$ cat config.mk
export PLATFORM = sky130hd
export DESIGN_NAME = coin_input_conditioner_flat
export DESIGN_NICKNAME = d
export VERILOG_FILES = /design/src/rtl/coin_input_conditioner_if.sv /design/src/rtl/coin_input_conditioner.sv /design/src/flat_wrapper.sv
export SDC_FILE = /design/constraint.sdc
export NUM_CORES = 1
export LEC_CHECK = 0
export BUFFER_PORTS_ARGS = -buffer_cell sky130_fd_sc_hd__buf_4
export CORE_ASPECT_RATIO = 0.9
export CORE_MARGIN = 3
export CORE_UTILIZATION = 34
export CTS_CLUSTER_SIZE = 28
export DETAILED_ROUTE_END_ITERATION = 16
export GPL_TIMING_DRIVEN = 0
export PLACE_DENSITY_LB_ADDON = 0.08
export SYNTH_ARGS = -nofsm -noshare
export SYNTH_HDL_FRONTEND = slang
export SYNTH_SLANG_ARGS = --single-unit
$ cat constraint.sdc
create_clock -name clk -period 6.1 [get_ports clk]
set_input_delay 1.22 -clock clk [delete_from_list [all_inputs] [get_ports clk]]
set_output_delay 1.22 -clock clk [all_outputs]
set_load 0.05 [all_outputs]
$ cat src/rtl/coin_input_conditioner_if.sv
`default_nettype none
// ============================================================================
// coin_input_conditioner_if : raw coin sensors, FSM handshake and coin pulses
// Rev 1.0
// ============================================================================
interface coin_input_conditioner_if #(
   parameter int DEPTH = 4
) ();
   logic                    coin5_raw;
   logic                    coin10_raw;
   logic                    coin25_raw;
   logic                    accept_ready;
   logic                    c5;
   logic                    c10;
   logic                    c25;
   logic [$clog2(DEPTH):0]  pending;
   logic                    overflow;
   logic                    coin_reject;

   modport master (
      output coin5_raw, coin10_raw, coin25_raw, accept_ready,
      input  c5, c10, c25, pending, overflow, coin_reject
   );

   modport slave (
      input  coin5_raw, coin10_raw, coin25_raw, accept_ready,
      output c5, c10, c25, pending, overflow, coin_reject
   );
endinterface
`default_nettype wire

$ cat src/rtl/coin_input_conditioner.sv
`default_nettype none
// ============================================================================
// coin_input_conditioner : debounced coin sensors -> queued one-hot coin pulses
// Rev 1.0
// ============================================================================
module coin_input_conditioner #(
   parameter int DB_CYCLES = 4,
   parameter int DEPTH     = 4,
   parameter int HOLD_MAX  = 8
) (
   input  logic                    clk,
   input  logic                    reset_n,
   coin_input_conditioner_if.slave coin_if
);
   localparam int                c_PW        = $clog2(DEPTH);
   localparam int                c_HW        = $clog2(HOLD_MAX + 1);
   localparam logic [7:0]        c_DB_LAST   = 8'(DB_CYCLES - 1);
   localparam logic [c_HW-1:0]   c_HOLD_LAST = c_HW'(HOLD_MAX - 1);
   localparam logic [c_PW:0]     c_FULL      = (c_PW + 1)'(DEPTH);

   typedef enum logic [1:0] {
      S_IDLE  = 2'd0,
      S_ISSUE = 2'd1,
      S_HOLD  = 2'd2
   } state_t;

   logic [2:0]      w_raw;
   logic [2:0]      w_evt;
   logic [1:0]      r_warm;
   logic            w_warm;
   logic            w_one;
   logic            w_multi;
   logic [1:0]      w_code;
   logic            w_full;
   logic            w_push;
   logic            w_pop;
   logic [1:0]      w_head;
   logic [1:0]      r_mem [DEPTH];
   logic [c_PW-1:0] r_wr;
   logic [c_PW-1:0] r_rd;
   logic [c_PW:0]   r_pending;
   logic            r_overflow;
   logic            r_reject;
   state_t          r_state;
   state_t          w_next;
   logic [c_HW-1:0] r_hold;
   logic            r_c5, r_c10, r_c25;
   logic            w_c5, w_c10, w_c25;

   assign w_raw  = {coin_if.coin25_raw, coin_if.coin10_raw, coin_if.coin5_raw};
   assign w_warm = r_warm[1];

   // Arming waits until the synchronisers hold real samples, so a sensor
   // already high at reset release is never mistaken for a fresh coin.
   always_ff @(posedge clk) begin
      if (!reset_n) begin
         r_warm <= 2'd0;
      end else if (!r_warm[1]) begin
         r_warm <= r_warm + 2'd1;
      end
   end

   generate
      for (genvar g = 0; g < 3; g++) begin : g_ch
         logic       r_s1, r_s2, r_deb, r_deb_d, r_arm;
         logic [7:0] r_cnt;

         always_ff @(posedge clk) begin
            if (!reset_n) begin
               r_s1    <= 1'b0;
               r_s2    <= 1'b0;
               r_deb   <= 1'b0;
               r_deb_d <= 1'b0;
               r_arm   <= 1'b0;
               r_cnt   <= 8'd0;
            end else begin
               r_s1    <= w_raw[g];
               r_s2    <= r_s1;
               r_deb_d <= r_deb;
               if (r_s2 == r_deb) begin
                  r_cnt <= 8'd0;
               end else if (r_cnt == c_DB_LAST) begin
                  r_deb <= r_s2;
                  r_cnt <= 8'd0;
               end else begin
                  r_cnt <= r_cnt + 8'd1;
               end
               if (w_warm && !r_s2 && !r_deb) begin
                  r_arm <= 1'b1;
               end
            end
         end

         assign w_evt[g] = r_deb & ~r_deb_d & r_arm;
      end
   endgenerate

   assign w_one   = $onehot(w_evt);
   assign w_multi = (w_evt != 3'b000) && !w_one;
   assign w_code  = {w_evt[2] | w_evt[1], w_evt[2] | w_evt[0]};
   assign w_full  = (r_pending == c_FULL);
   assign w_push  = w_one && (!w_full || w_pop);
   assign w_head  = r_mem[r_rd];

   always_ff @(posedge clk) begin
      if (!reset_n) begin
         r_wr       <= '0;
         r_rd       <= '0;
         r_pending  <= '0;
         r_overflow <= 1'b0;
         r_reject   <= 1'b0;
      end else begin
         if (w_push) begin
            r_mem[r_wr] <= w_code;
            r_wr        <= r_wr + c_PW'(1);
         end
         if (w_pop) begin
            r_rd <= r_rd + c_PW'(1);
         end
         r_pending  <= r_pending + (c_PW + 1)'(w_push) - (c_PW + 1)'(w_pop);
         r_overflow <= w_one && w_full && !w_pop;
         r_reject   <= w_multi;
      end
   end

   // The holdoff window is measured from the pulse cycle itself.
   always_ff @(posedge clk) begin
      if (!reset_n) begin
         r_state <= S_IDLE;
         r_hold  <= '0;
         r_c5    <= 1'b0;
         r_c10   <= 1'b0;
         r_c25   <= 1'b0;
      end else begin
         r_state <= w_next;
         r_c5    <= w_c5;
         r_c10   <= w_c10;
         r_c25   <= w_c25;
         if (r_state == S_ISSUE) begin
            r_hold <= c_HW'(1);
         end else if (r_state == S_HOLD) begin
            r_hold <= r_hold + c_HW'(1);
         end
      end
   end

   always_comb begin
      w_next = r_state;
      w_pop  = 1'b0;
      w_c5   = 1'b0;
      w_c10  = 1'b0;
      w_c25  = 1'b0;
      case (r_state)
         S_IDLE: begin
            if ((r_pending != '0) && coin_if.accept_ready) begin
               w_next = S_ISSUE;
               w_pop  = 1'b1;
               w_c5   = (w_head == 2'b01);
               w_c10  = (w_head == 2'b10);
               w_c25  = (w_head == 2'b11);
            end
         end
         S_ISSUE: begin
            w_next = S_HOLD;
         end
         S_HOLD: begin
            if (!coin_if.accept_ready || (r_hold >= c_HOLD_LAST)) begin
               w_next = S_IDLE;
            end
         end
         default: begin
            w_next = S_IDLE;
         end
      endcase
   end

   assign coin_if.c5          = r_c5;
   assign coin_if.c10         = r_c10;
   assign coin_if.c25         = r_c25;
   assign coin_if.pending     = r_pending;
   assign coin_if.overflow    = r_overflow;
   assign coin_if.coin_reject = r_reject;
endmodule
`default_nettype wire
$ cat src/flat_wrapper.sv
// flat-port wrapper written by rule: the top's interface ports become plain ports
module coin_input_conditioner_flat 
#(
   parameter int DB_CYCLES = 4,
   parameter int DEPTH     = 4,
   parameter int HOLD_MAX  = 8
)
  (clk, reset_n, coin_if_coin5_raw, coin_if_coin10_raw, coin_if_coin25_raw, coin_if_accept_ready, coin_if_c5, coin_if_c10, coin_if_c25, coin_if_pending, coin_if_overflow, coin_if_coin_reject);
  coin_input_conditioner_if #(.DEPTH(DEPTH)) coin_if_i ();
  input  logic clk;
  input  logic reset_n;
  input wire logic [$bits(coin_if_i.coin5_raw)-1:0] coin_if_coin5_raw;
  input wire logic [$bits(coin_if_i.coin10_raw)-1:0] coin_if_coin10_raw;
  input wire logic [$bits(coin_if_i.coin25_raw)-1:0] coin_if_coin25_raw;
  input wire logic [$bits(coin_if_i.accept_ready)-1:0] coin_if_accept_ready;
  output wire logic [$bits(coin_if_i.c5)-1:0] coin_if_c5;
  output wire logic [$bits(coin_if_i.c10)-1:0] coin_if_c10;
  output wire logic [$bits(coin_if_i.c25)-1:0] coin_if_c25;
  output wire logic [$bits(coin_if_i.pending)-1:0] coin_if_pending;
  output wire logic [$bits(coin_if_i.overflow)-1:0] coin_if_overflow;
  output wire logic [$bits(coin_if_i.coin_reject)-1:0] coin_if_coin_reject;
  assign coin_if_i.coin5_raw = coin_if_coin5_raw;
  assign coin_if_i.coin10_raw = coin_if_coin10_raw;
  assign coin_if_i.coin25_raw = coin_if_coin25_raw;
  assign coin_if_i.accept_ready = coin_if_accept_ready;
  assign coin_if_c5 = coin_if_i.c5;
  assign coin_if_c10 = coin_if_i.c10;
  assign coin_if_c25 = coin_if_i.c25;
  assign coin_if_pending = coin_if_i.pending;
  assign coin_if_overflow = coin_if_i.overflow;
  assign coin_if_coin_reject = coin_if_i.coin_reject;
  coin_input_conditioner #(.DB_CYCLES(DB_CYCLES), .DEPTH(DEPTH), .HOLD_MAX(HOLD_MAX)) u_core (.clk(clk), .reset_n(reset_n), .coin_if(coin_if_i));
endmodule
Yosys cells after proc, flatten, opt, wreduce, memory -nomap -nowiden
Memories as Yosys holds them, arrays and structs flattened. A register that Yosys moved wholly into a read port is not among the register bits.
Cells that the tools add are included.
Widths: inputs -> output; s select.
{ "word_totals": {"word_cells": 123, "mem_bits_rw": 8, "memories": 1, "reg_bits": 59, "input_bits": 6, "latch_bits": 0, "rom_bits": 0, "out_inout_bits": 8} }
{ "memory_table": {"columns": ["memory", "depth", "width", "read_ports", "rd_ports_with_merged_regs", "write_ports", "line_no", "text"], "rows": [
  ["u_core.r_mem", 4, 2, 1, 1, 1, "coin_input_conditioner.sv:38", "logic [1:0] r_mem [DEPTH];"]
]} }
{ "classes": {"mul": 0, "add_sub_neg": 11, "mux": 13, "div": 0, "reduce_logical": 36, "bitwise_logic": 15, "shift": 0, "magnitude_cmp": 1, "n_eq_ne": 15} }
{ "ops": {"columns": ["cell", "n"], "rows": [
  ["$add 8x1->8 const B", 3],
  ["$eq 8x2->1 const B", 3],
  ["$logic_and 1x1->1", 11],
  ["$logic_not 1->1", 10],
  ["$mux 2", 5],
  ["$reduce_or 3->1", 3],
  ["$reduce_and 2->1", 4],
  ["$mux 1", 7],
  ["$not 1->1", 7],
  ["$add 2x1->2 const B", 3],
  ["$and 1x1->1", 6],
  ["$eq 2x1->1 const B", 3],
  ["$eq 2x2->1 const B", 3],
  ["$pmux 2 s3", 1],
  ["$reduce_bool 3->1", 2],
  ["$add 4x1->4 const B", 1],
  ["$ge 4x3->1 const B", 1],
  ["$add 3x1->3", 1],
  ["$eq 1x1->1", 3],
  ["$eq 3x3->1 const B", 1],
  ["$reduce_and 3->1", 1],
  ["$sub 3x1->3", 1],
  ["$add 1x1->2", 1],
  ["$add 2x1->2", 1],
  ["other kinds (7)", 9]
]} }

Longest topological paths before layout
Gate-level depths: netlist of run 1.
{ "logic_depth": {"depth_word": 10, "ltp_mapped": 12, "depth_no_buf": 12} }

Least setup slack after synthesis of run 1
Ideal clock, no wire load.
{ "synth_path": {"path_kind": "input-to-reg", "start": "input port coin_if_accept_ready", "end": "register u_core.r_pending[2] (netlist: u_core.coin_if.pending[2])", "stages": 8, "n_path_buf": 0, "setup_ps": 78, "required_time_ps": 6022, "arrival_time_ps": 2817, "setup_slack_ps": 3206, "path_cell_list": "nand2_1 a311oi_1 ha_1 inv_1 fa_1 xor2_1 and2_1 nor3_1"} }
{ "synth_between": {"elab_chain_len": 7} }
{ "synth_lines": {"columns": ["item", "line_no", "text"], "rows": [
  ["from (decl)", "flat_wrapper.sv:15", "input wire logic [$bits(coin_if_i.accept_ready)-1:0] coin_if_accept_ready;"],
  ["$logic_and 1x1->1 (*)", "coin_input_conditioner.sv:155", "if ((r_pending != '0) && coin_if.accept_ready) begin"],
  ["$mux 1 (*)", "coin_input_conditioner.sv:155", null],
  ["$mux 1 (*)", "coin_input_conditioner.sv:153", "case (r_state)"],
  ["$logic_or 1x1->1", "coin_input_conditioner.sv:102", "assign w_push = w_one && (!w_full || w_pop);"],
  ["$logic_and 1x1->1", "coin_input_conditioner.sv:102", null],
  ["$add 3x1->3", "coin_input_conditioner.sv:120", "r_pending <= r_pending + (c_PW + 1)'(w_push) - (c_PW + 1)'(w_pop);"],
  ["$sub 3x1->3 (*)", "coin_input_conditioner.sv:120", null],
  ["to (signal assigned)", "coin_input_conditioner.sv:120", null],
  ["to (decl)", "coin_input_conditioner.sv:41", "logic [c_PW:0] r_pending;"]
]} }
Mark *: on every way between the ends. The rest lies on a longest branch, timed or not.
A chain may end at the register's enable or synchronous reset.

Worst setup path in the final report of run 1
{ "layout_path": {"start": "register u_core.g_ch[0].r_deb", "end": "register u_core.r_pending[2] (netlist: u_core.coin_if.pending[2])"} }
{ "layout_between": {"elab_chain_len": 8} }
{ "layout_lines": {"columns": ["item", "line_no", "text"], "rows": [
  ["from (decl)", "coin_input_conditioner.sv:65", "logic r_s1, r_s2, r_deb, r_deb_d, r_arm;"],
  ["from (signal assigned)", "coin_input_conditioner.sv:83", "r_deb <= r_s2;"],
  ["$and 1x1->1 (2 in series)", "coin_input_conditioner.sv:94", "assign w_evt[g] = r_deb & ~r_deb_d & r_arm;"],
  ["$add 1x1->2 (not written as such)", "coin_input_conditioner.sv:98", "assign w_one = $onehot(w_evt);"],
  ["$add 2x1->2 (not written as such)", "coin_input_conditioner.sv:98", null],
  ["$eq 2x1->1", "coin_input_conditioner.sv:98", null],
  ["$logic_and 1x1->1", "coin_input_conditioner.sv:102", null],
  ["$add 3x1->3", "coin_input_conditioner.sv:120", null],
  ["$sub 3x1->3", "coin_input_conditioner.sv:120", null]
]} }
No other way between the ends.

==> results.txt, run 1 <==
Die H - 92.92 um
CTS Sinks - 69
remaining global-route overflow - 0
largest net degree at the start of global routing - 12
Syn Area/Cell - 9.910 sq um
final hold violations - 0
Worst-Margin Slew - 0.6830 ns
DRC - 0
global-route wire length before repair - 8887 um
std cell rows - 31
Max VDD drop - 0.1451 mV
PortBufs - 13
WL/cell - 12.10 um
die width - 102.6 um
antenna fix cells - 0
Tmin final - 2.931 ns
hold_ws - 0.4362 ns
flops & latches, synth - 69
Mapped Area - 2854 sq um
setup TNS - 0 ns
Synth warnings - 0
Power Dens Cells - 330.7 nW/um^2
met2 usage - 16.02%
max-cap violation count - 0
TritonRoute pass-1 iters - 4
vias in the first global route - 1875
slew margin rel. - 54.12%
status - completed
vias per inst - 4.663
syn_nets - 310
RSZ-0062 raised after global routing - no
die area - 9531 sq um
cts bufs inserted - 9
worst min-delay path class - reg2reg
Overall Power - 0.001077 W
layout cells sized above 1 - 10.09%
fillers - 810
crit path DAT - 3.19 ns
post-synth top area cell - dfxtp_1
Area contributors post-synth - dfxtp_1 43%, edfxtp_1 8.4%, ha_1 6.1%
WP data required - 6.35 ns
Post-DP HPWL - 3575 um
antenna violations before repair - 0
RR Startpoint - u_core.g_ch[0].r_deb
fin nets - 334
Worst-Skew Late Latency - 0.33 ns
GRT Total Usage - 11.97%
sequential share of the synthesized area - 51.21%
clk buf depth - 2
Cells after Synth - 288
min-delay src - u_core.g_ch[1].r_s1
clock skew - 0.006066 ns
initial core utilization - 35.21%
Core Footprint - 8107 sq um
Post-DRT Antenna Nets - 0
drt total wl - 5032 um
Leakage - 1.242 nW
Root Buffer - clkbuf_8
Hold-fix buffers, CTS - 0
Critical Path Start - u_core.g_ch[0].r_deb
postcts setup bufs - 0
TritonCTS clock tree - built
clock-pin slew on the worst setup and hold paths - 0.07 ns
Max Fclk - 341.2 MHz
crit path max fanout - 5
num ports - 14
CP startpoint kind - register
top-area cell type share of the netlist area - 42.79%
GPL Wtd Cong - 0.6903
critical setup path kind - reg2reg
Final Setup Violations - 0
H-tree depth - 3
M1 GR Usage - 17.45%
Initial DRC Count - 60
Unique masters post-synth - 38
max-slew violations - 0
GR peak layer - met1
DR vias - 1940
Final period util - 48.05%
met3 Use GR - 3.840%
Post-CTS Resized - 0
area grow syn2layout - 14.12%
Worst setup EP type - register
-- per-layer routing --
| layer | vias up | part of all wire [%] |
|---|---|---|
| li1 | 1044 | - |
| met1 | 871 | 56 |
| met2 | 20 | 40 |
| met3 | 5 | 3.0 |
| met4 | 0 | 1.1 |
| met5 | - | 0 |
-- worst max-delay path: stages, from the launching register on --
cell,delay (ns)
dfxtp_1,0.35
nand2_1,0.07
or2_2,0.11
inv_1,0.05
fa_1,0.55
inv_1,0.04
a311oi_1,0.56
ha_1,0.25
inv_1,0.05
fa_1,0.37
xor2_1,0.16
and2_1,0.17
nor3_1,0.12
-- stage by stage --
step / setup slack, ns / utilization, % / cells / cell area, sq um
after CTS: 3.142 / 40.18 / 416 / 3257
after detailed placement: 2.886 / 37.94 / 400 / 3075
after global routing: 2.993 / 40.18 / 416 / 3257
final: 3.169 / 40.18 / 416 / 3257
after floorplan: 3.206 / - / 288 / 2854
after global placement: 2.894 / 37.94 / 400 / 3075
-- power breakdown --
| part | switching, W | total, W | leakage, nW | internal [W] |
|---|---|---|---|---|
| sequential | 0.0000356 | 0.000530 | 0.569 | 0.000494 |
| combinational | 0.000124 | 0.000208 | 0.579 | 0.0000844 |
| clock | 0.000158 | 0.000339 | 0.0937 | 0.000181 |
| total | 0.000318 | 0.00108 | 1.24 | 0.000759 |
-- layout make-up --
class,count,area [sq um],share of cell area [%]
Sequential cell,69,1461,44.87
Multi-Input combinational cell,197,1310,40.22
Clock buffer,15,176.4,5.417
Tap cell,99,123.9,3.803
Timing Repair Buffer,13,97.59,2.997
Inverter,18,67.56,2.075
Buffer,4,15.01,0.4610
Clock inverter,1,5.005,0.1537
-- registers in the layout (all words and copies together) (netlist names), named ones only --
signal,cells
u_core.g_ch.r_cnt,24
u_core.r_mem,8
u_core.r_hold,4
u_core.coin_if.pending,3
u_core.g_ch.r_arm,3
u_core.g_ch.r_deb,3
u_core.g_ch.r_deb_d,3
u_core.g_ch.r_s1,3
u_core.g_ch.r_s2,3
u_core.r_rd,2
u_core.r_state,2
u_core.r_warm,2
u_core.r_wr,2
u_core.coin_if.c10,1
u_core.coin_if.c25,1
u_core.coin_if.c5,1
u_core.coin_if.coin_reject,1
u_core.coin_if.overflow,1
-- cells in the final DEF, fill, tap and decap left out, types with 4 or more instances in the layout --
cell type,n
xor2_1,12
o21ai_0,11
buf_4,13
and2_1,16
nor2_1,28
nand3_1,15
nor3_1,9
clkbuf_1,6
o31ai_1,4
xnor2_1,5
nand2_1,22
edfxtp_1,8
a211oi_1,4
a21oi_1,11
or3_1,10
ha_1,14
dfxtp_1,61
mux2i_1,5
clkbuf_8,12
inv_1,18
-- cell families (layout without fill, tap and decap cells) --
family	Yosys count	count (layout)	share of synthesized area, %
adders and majority gates	16	16	7.541
buffers and inverters	22	51	2.893
and+or+nand+nor	119	119	21.66
AOI/OAI and AO/OA	38	38	8.155
DFF	69	69	51.21
xor gates and xnor gates	17	17	5.217
muxes	7	7	3.332
-- Yosys cell counts --
| cell type | instances |
|---|---|
| or3_1 | 10 |
| or4_1 | 1 |
| nand3_1 | 15 |
| o2bb2ai_1 | 1 |
| nand3b_1 | 1 |
| nand4_1 | 3 |
| and3_1 | 1 |
| a31oi_1 | 2 |
| mux4_2 | 2 |
| o311a_1 | 1 |
| nor2_1 | 28 |
| a21boi_0 | 1 |
| or2_2 | 2 |
| a211oi_1 | 4 |
| clkbuf_1 | 3 |
| and2_1 | 16 |
| nand2_1 | 22 |
| and3b_1 | 1 |
| buf_1 | 1 |
| nor3_1 | 9 |
| or4b_1 | 3 |
| nand2b_1 | 3 |
| mux2i_1 | 5 |
| dfxtp_1 | 61 |
| o21ai_0 | 11 |
| a311oi_1 | 1 |
| a22oi_1 | 1 |
| xnor2_1 | 5 |
| a21oi_1 | 11 |
| or4_4 | 2 |
| xor2_1 | 12 |
| inv_1 | 18 |
| nor3b_1 | 2 |
| fa_1 | 2 |
| o211ai_1 | 1 |
| ha_1 | 14 |
| edfxtp_1 | 8 |
| o31ai_1 | 4 |
-- worst paths after layout --
| check | to | slack (ns) | cells past startpoint |
|---|---|---|---|
| hold reg to reg | u_core.g_ch[1].r_s2 | 0.44 | 1 |
| setup reg to reg | u_core.coin_if.pending[2] | 3.17 | 12 |
| hold / removal | u_core.g_ch[1].r_s2 | 0.44 | 1 |
| setup / recovery | u_core.coin_if.pending[2] | 3.17 | 12 |
Note: power is estimated with default switching activity, not from simulation.
==> run 2, diff against run 1 <==
clock period = 2.95 ns   (was 6.1 ns; I/O delays follow)
==> results.txt, run 2 (same netlist as run 1, synthesis figures left out) <==
critical setup path kind - reg2reg
Initial DRC Count - 66
RR Startpoint - u_core.g_ch[0].r_deb
Leakage - 1.242 nW
Core Footprint - 8107 sq um
status - completed
Max Fclk - 363.1 MHz
clock skew - 0.006097 ns
area grow syn2layout - 14.34%
commonest non-fill, non-tap cell in the layout - dfxtp_1
Core Util, Final - 40.25%
slew margin rel. - 54.12%
PortBufs - 13
std cell rows - 31
Tmin final - 2.754 ns
Final Setup Violations - 0
Post-DRT Antenna Nets - 0
post-route cell area - 3263 sq um
Critical Path Start - u_core.g_ch[0].r_deb
num ports - 14
Power Dens Cells - 683.8 nW/um^2
final hold violations - 0
layout cells sized above 1 - 10.41%
largest registers - u_core.g_ch.r_cnt (24), u_core.r_mem (8), u_core.r_hold (4)
Area after DPL - 3075 sq um
WP data required - 3.21 ns
DRC - 0
drt total wl - 5042 um
worst setup path endpoint - u_core.coin_if.pending[2]
vias in the first global route - 1889
Root Buffer - clkbuf_8
TritonCTS clock tree - built
largest net degree at the start of global routing - 12
GRT Total Usage - 12.00%
initial core utilization - 35.21%
Top reg by flops - u_core.g_ch.r_cnt
max-slew violations - 0
cts bufs inserted - 9
Final period util - 93.35%
DR vias - 1934
crit path max fanout - 5
Worst-Margin Slew - 0.6830 ns
Post-CTS Resized - 1
commonest non-fill, non-tap cells in the layout - 61 x dfxtp_1, 28 x nor2_1, 22 x nand2_1
Die H - 92.92 um
Hold-fix buffers, CTS - 0
Reg2Reg Depth - 12
TritonRoute pass-1 iters - 4
hold_ws - 0.4362 ns
Max VDD drop - 0.3000 mV
H-tree depth - 3
reg2reg setup slack - 0.20 ns
antenna fix cells - 0
antenna violations before repair - 0
global-route wire length before repair - 8935 um
CP startpoint kind - register
min-delay src - u_core.g_ch[1].r_s1
Worst-Skew Late Latency - 0.33 ns
setup TNS - 0 ns
die area - 9531 sq um
clk buf depth - 2
vias per inst - 4.649
worst min-delay path class - reg2reg
die width - 102.6 um
max-cap violation count - 0
crit path DAT - 3.01 ns
CTS Sinks - 69
RSZ-0062 raised after global routing - no
clock-pin slew on the worst setup and hold paths - 0.07 ns
fin nets - 334
Largest register FFs - 24
R2R Path End - u_core.coin_if.pending[2]
WL/cell - 12.12 um
Post-DP HPWL - 3575 um
Worst setup EP type - register
remaining global-route overflow - 0
GPL Wtd Cong - 0.6903
postcts setup bufs - 0
## run 2: cell count changes in the layout (fill, tap and decap cells not counted)
cell	change
a311oi_1	-1
a311oi_2	+1
## run 2: worst min-delay path by stage
stage	end	slack (ns)	cells after the start
4_1_cts	u_core.g_ch[2].r_s1	0.44	2
3_3_place_gp	u_core.g_ch[2].r_s2	0.41	1
5_1_grt	u_core.g_ch[1].r_s2	0.45	1
3_5_place_dp	u_core.g_ch[1].r_s2	0.42	1
2_1_floorplan	u_core.g_ch[0].r_s2	0.41	1
6_report	u_core.g_ch[1].r_s2	0.44	1
## run 2: critical path, stage by stage, from the launching register on
cell	delay, ns
dfxtp_1	0.35
nand2_1	0.07
or2_2	0.11
inv_1	0.05
fa_1	0.55
inv_1	0.06
a311oi_2	0.41
ha_1	0.22
inv_1	0.05
fa_1	0.37
xor2_1	0.16
and2_1	0.17
nor3_1	0.12
## run 2: per-stage QoR
stage                     power (W)  setup slack (ns)  cells
final                      0.002231            0.1961    416
after global routing       0.002372           0.02614    416
after CTS                  0.002278            0.1774    416
after detailed placement   0.001555           0.02140    400
after global placement     0.001549           0.03325    400
after floorplan            0.001435            0.2682    288
## run 2: final cells by class
cell class	instances	area, sq um
fill	810	4843
sequential	69	1461
multi-input combinational	197	1316
clock buffer	15	176.4
tap	99	123.9
timing repair buffer	13	97.59
inverter	18	67.56
buffer	4	15.01
clock inverter	1	5.005
## run 2: where the power goes
part / total [W] / internal (W) / switching, W
Clock: 0.000701 / 0.000375 / 0.000327
Sequential: 0.00110 / 0.00102 / 0.0000737
Combinational: 0.000435 / 0.000175 / 0.000260
Total: 0.00223 / 0.00157 / 0.000661
## run 2: per-layer routing
layer  GRT usage (%)  routed length (um)
met5               0                   0
met4           4.918                  53
met3           3.840                 152
met2           16.13                2041
met1           17.45                2795
==> run 3, diff against run 2 <==
ABC_AREA = 1   (was not set)
SLEW_MARGIN = 20   (was not set)
==> results.txt, run 3 <==
PortBufs - 12
critical setup path kind - reg2reg
Cells after Synth - 367
max-cap violation count - 0
H-tree depth - 3
layout cells sized above 1 - 11.14%
clk buf depth - 2
Clk network pwr share - 32.9%
Post-DRT Antenna Nets - 0
most frequent cell after synthesis - inv_1
fin nets - 412
Critical-path top delay cell - fa_1
CTS Sinks - 69
Compound-Gate Fraction of Synth Area - 9.618%
Syn Area/Cell - 8.117 sq um
Leakage - 1.405 nW
TritonRoute pass-1 iters - 4
area grow syn2layout - 14.41%
status - completed
Root Buffer - clkbuf_8
Psw - 0.0006963 W
cts bufs inserted - 9
Worst setup EP type - register
RSZ-0062 raised after global routing - no
most frequent CP cell - inv_1
Tmin final - 2.366 ns
power share of the combinational group - 19.1%
area share of fa/ha/maj cells after synthesis - 7.224%
initial core utilization - 35.89%
Max Fclk - 422.7 MHz
Area contributors post-synth - dfxtp_1 41%, inv_1 9.7%, edfxtp_1 8.1%
Power Dens Cells - 659.4 nW/um^2
Worst-Margin Slew - 0.5807 ns
num ports - 14
slew margin rel. - 61.03%
Max VDD drop - 0.2437 mV
sequential share of the synthesized area - 49.06%
fraction of registers with async set/reset - 0%
antenna fix cells - 0
antenna violations before repair - 0
Post-DP HPWL - 3631 um
critical path cell sequence - inv_1 > ha_1 > nand3_1 > inv_1 > ha_1 > inv_1 > ha_1 > inv_1 > fa_1 > xnor2_1 > o21ai_0 > a21oi_1
Internal - 0.001551 W
xor and xnor area share after synthesis - 2.646%
max-slew violations - 0
global-route wire length before repair - 9101 um
drt total wl - 4989 um
DRC - 0
simple-gate share of the synthesized area - 20.24%
vias per inst - 4.249
Mapped Area - 2979 sq um
post-synth top area cell - dfxtp_1
DP Worst Slack - 0.5628 ns
largest net degree at the start of global routing - 13
Core Footprint - 8300 sq um
largest family of logic cells by synthesized area - simple AND/OR/NAND/NOR gates
fin cells - 510
commonest non-fill, non-tap cell in the layout - inv_1
Most used DFF post-synth - dfxtp_1
TritonCTS clock tree - built
hold_ws - 0.4119 ns
largest registers - u_core.g_ch.r_cnt (24), u_core.r_mem (8), u_core.r_hold (4)
Initial DRC Count - 55
Post-synth EDFFs - 8
GPL Wtd Cong - 0.7293
DR vias - 2167
vias in the first global route - 2034
GRT Total Usage - 11.46%
top-area cell type share of the netlist area - 40.99%
setup TNS - 0 ns
Synth warnings - 0
Worst-Skew Late Latency - 0.33 ns
syn_nets - 389
Final Setup Violations - 0
final setup margin - 0.5840 ns
commonest non-fill, non-tap cells in the layout - 77 x inv_1, 61 x dfxtp_1, 55 x nand2_1
WP data required - 3.22 ns
std cell rows - 31
slowest stage delay, CP - 0.37 ns
Hold-fix buffers, CTS - 0
remaining global-route overflow - 0
flops & latches, synth - 69
multiplexer area fraction after synthesis - 0%
die width - 104.7 um
WP buf/inv - 4
clock-pin slew on the worst setup and hold paths - 0.08 ns
Final period util - 80.20%
WL/cell - 9.782 um
CP startpoint kind - register
Core Util, Final - 41.06%
CP delay by family, top - adder cells
worst min-delay path class - reg2reg
Seq pwr share - 48.0%
top cells by count, synth - 77 x inv_1, 61 x dfxtp_1, 55 x nand2_1
switching share of power - 30.98%
Top reg by flops - u_core.g_ch.r_cnt
final hold violations - 0
clock skew - 0.009809 ns
Post-CTS Resized - 0
crit path max fanout - 7
Largest register FFs - 24
Die H - 94.80 um
crit path DAT - 2.63 ns
postcts setup bufs - 0
die area - 9923 sq um
Unique masters post-synth - 28
cell total after placement - 494
==> run 3: layer usage <==
layer  vias to the layer above  share of wire (%)  GRT usage [%]
met2                        32                 43          18.01
met5                         -                  0              0
li1                       1192                  -              -
met4                         0                1.3          4.590
met1                       937                 52          14.59
met3                         6                3.9          3.896
==> run 3: cell type report <==
type / instances / area [sq um]
clock buffer: 12 / 166.4
tap: 115 / 143.9
inverter: 78 / 292.8
multi-input combinational: 214 / 1184
clock inverter: 4 / 28.78
buffer: 6 / 41.29
sequential: 69 / 1461
timing repair buffer: 12 / 90.09
fill: 904 / 4892
==> run 3: worst paths after layout <==
kind | startpoint | to | slack, ns | cells after the start
worst max-delay path | u_core.r_state[0] | u_core.coin_if.pending[2] | 0.58 | 12
worst min-delay path | u_core.g_ch[2].r_s1 | u_core.g_ch[2].r_s2 | 0.41 | 2
worst max register to register | u_core.r_state[0] | u_core.coin_if.pending[2] | 0.58 | 12
worst min register to register | u_core.g_ch[2].r_s1 | u_core.g_ch[2].r_s2 | 0.41 | 2
==> run 3: stage by stage <==
step | power, W | instance area [sq um]
global placement | 0.001533 | 3213
finish | 0.002248 | 3408
detailed placement | 0.001530 | 3213
global route | 0.002402 | 3408
floorplan | 0.001424 | 2979
CTS | 0.002292 | 3408
==> run 3: power groups by stage <==
stage / combinational, W / clock (W) / sequential [W]
2_1_floorplan: 0.000269 / 0 / 0.00116
3_3_place_gp: 0.000431 / 0 / 0.00110
3_5_place_dp: 0.000430 / 0 / 0.00110
4_1_cts: 0.000432 / 0.000781 / 0.00108
5_1_grt: 0.000502 / 0.000812 / 0.00109
6_report: 0.000429 / 0.000740 / 0.00108
==> run 3: cells by family after synthesis <==
logic type / count (synthesis)
xor gates and xnor gates: 9
DFF: 69
adders and majority gates: 16
AOI/OAI and AO/OA: 51
buffers and inverters: 84
and+or+nand+nor: 138
==> run 3: worst min-delay path, delay by kind of cell, from the launching register on <==
family                 cells  cell delay, ns
buffers and inverters      1            0.04
and+or+nand+nor            1            0.04
DFF                        1            0.31
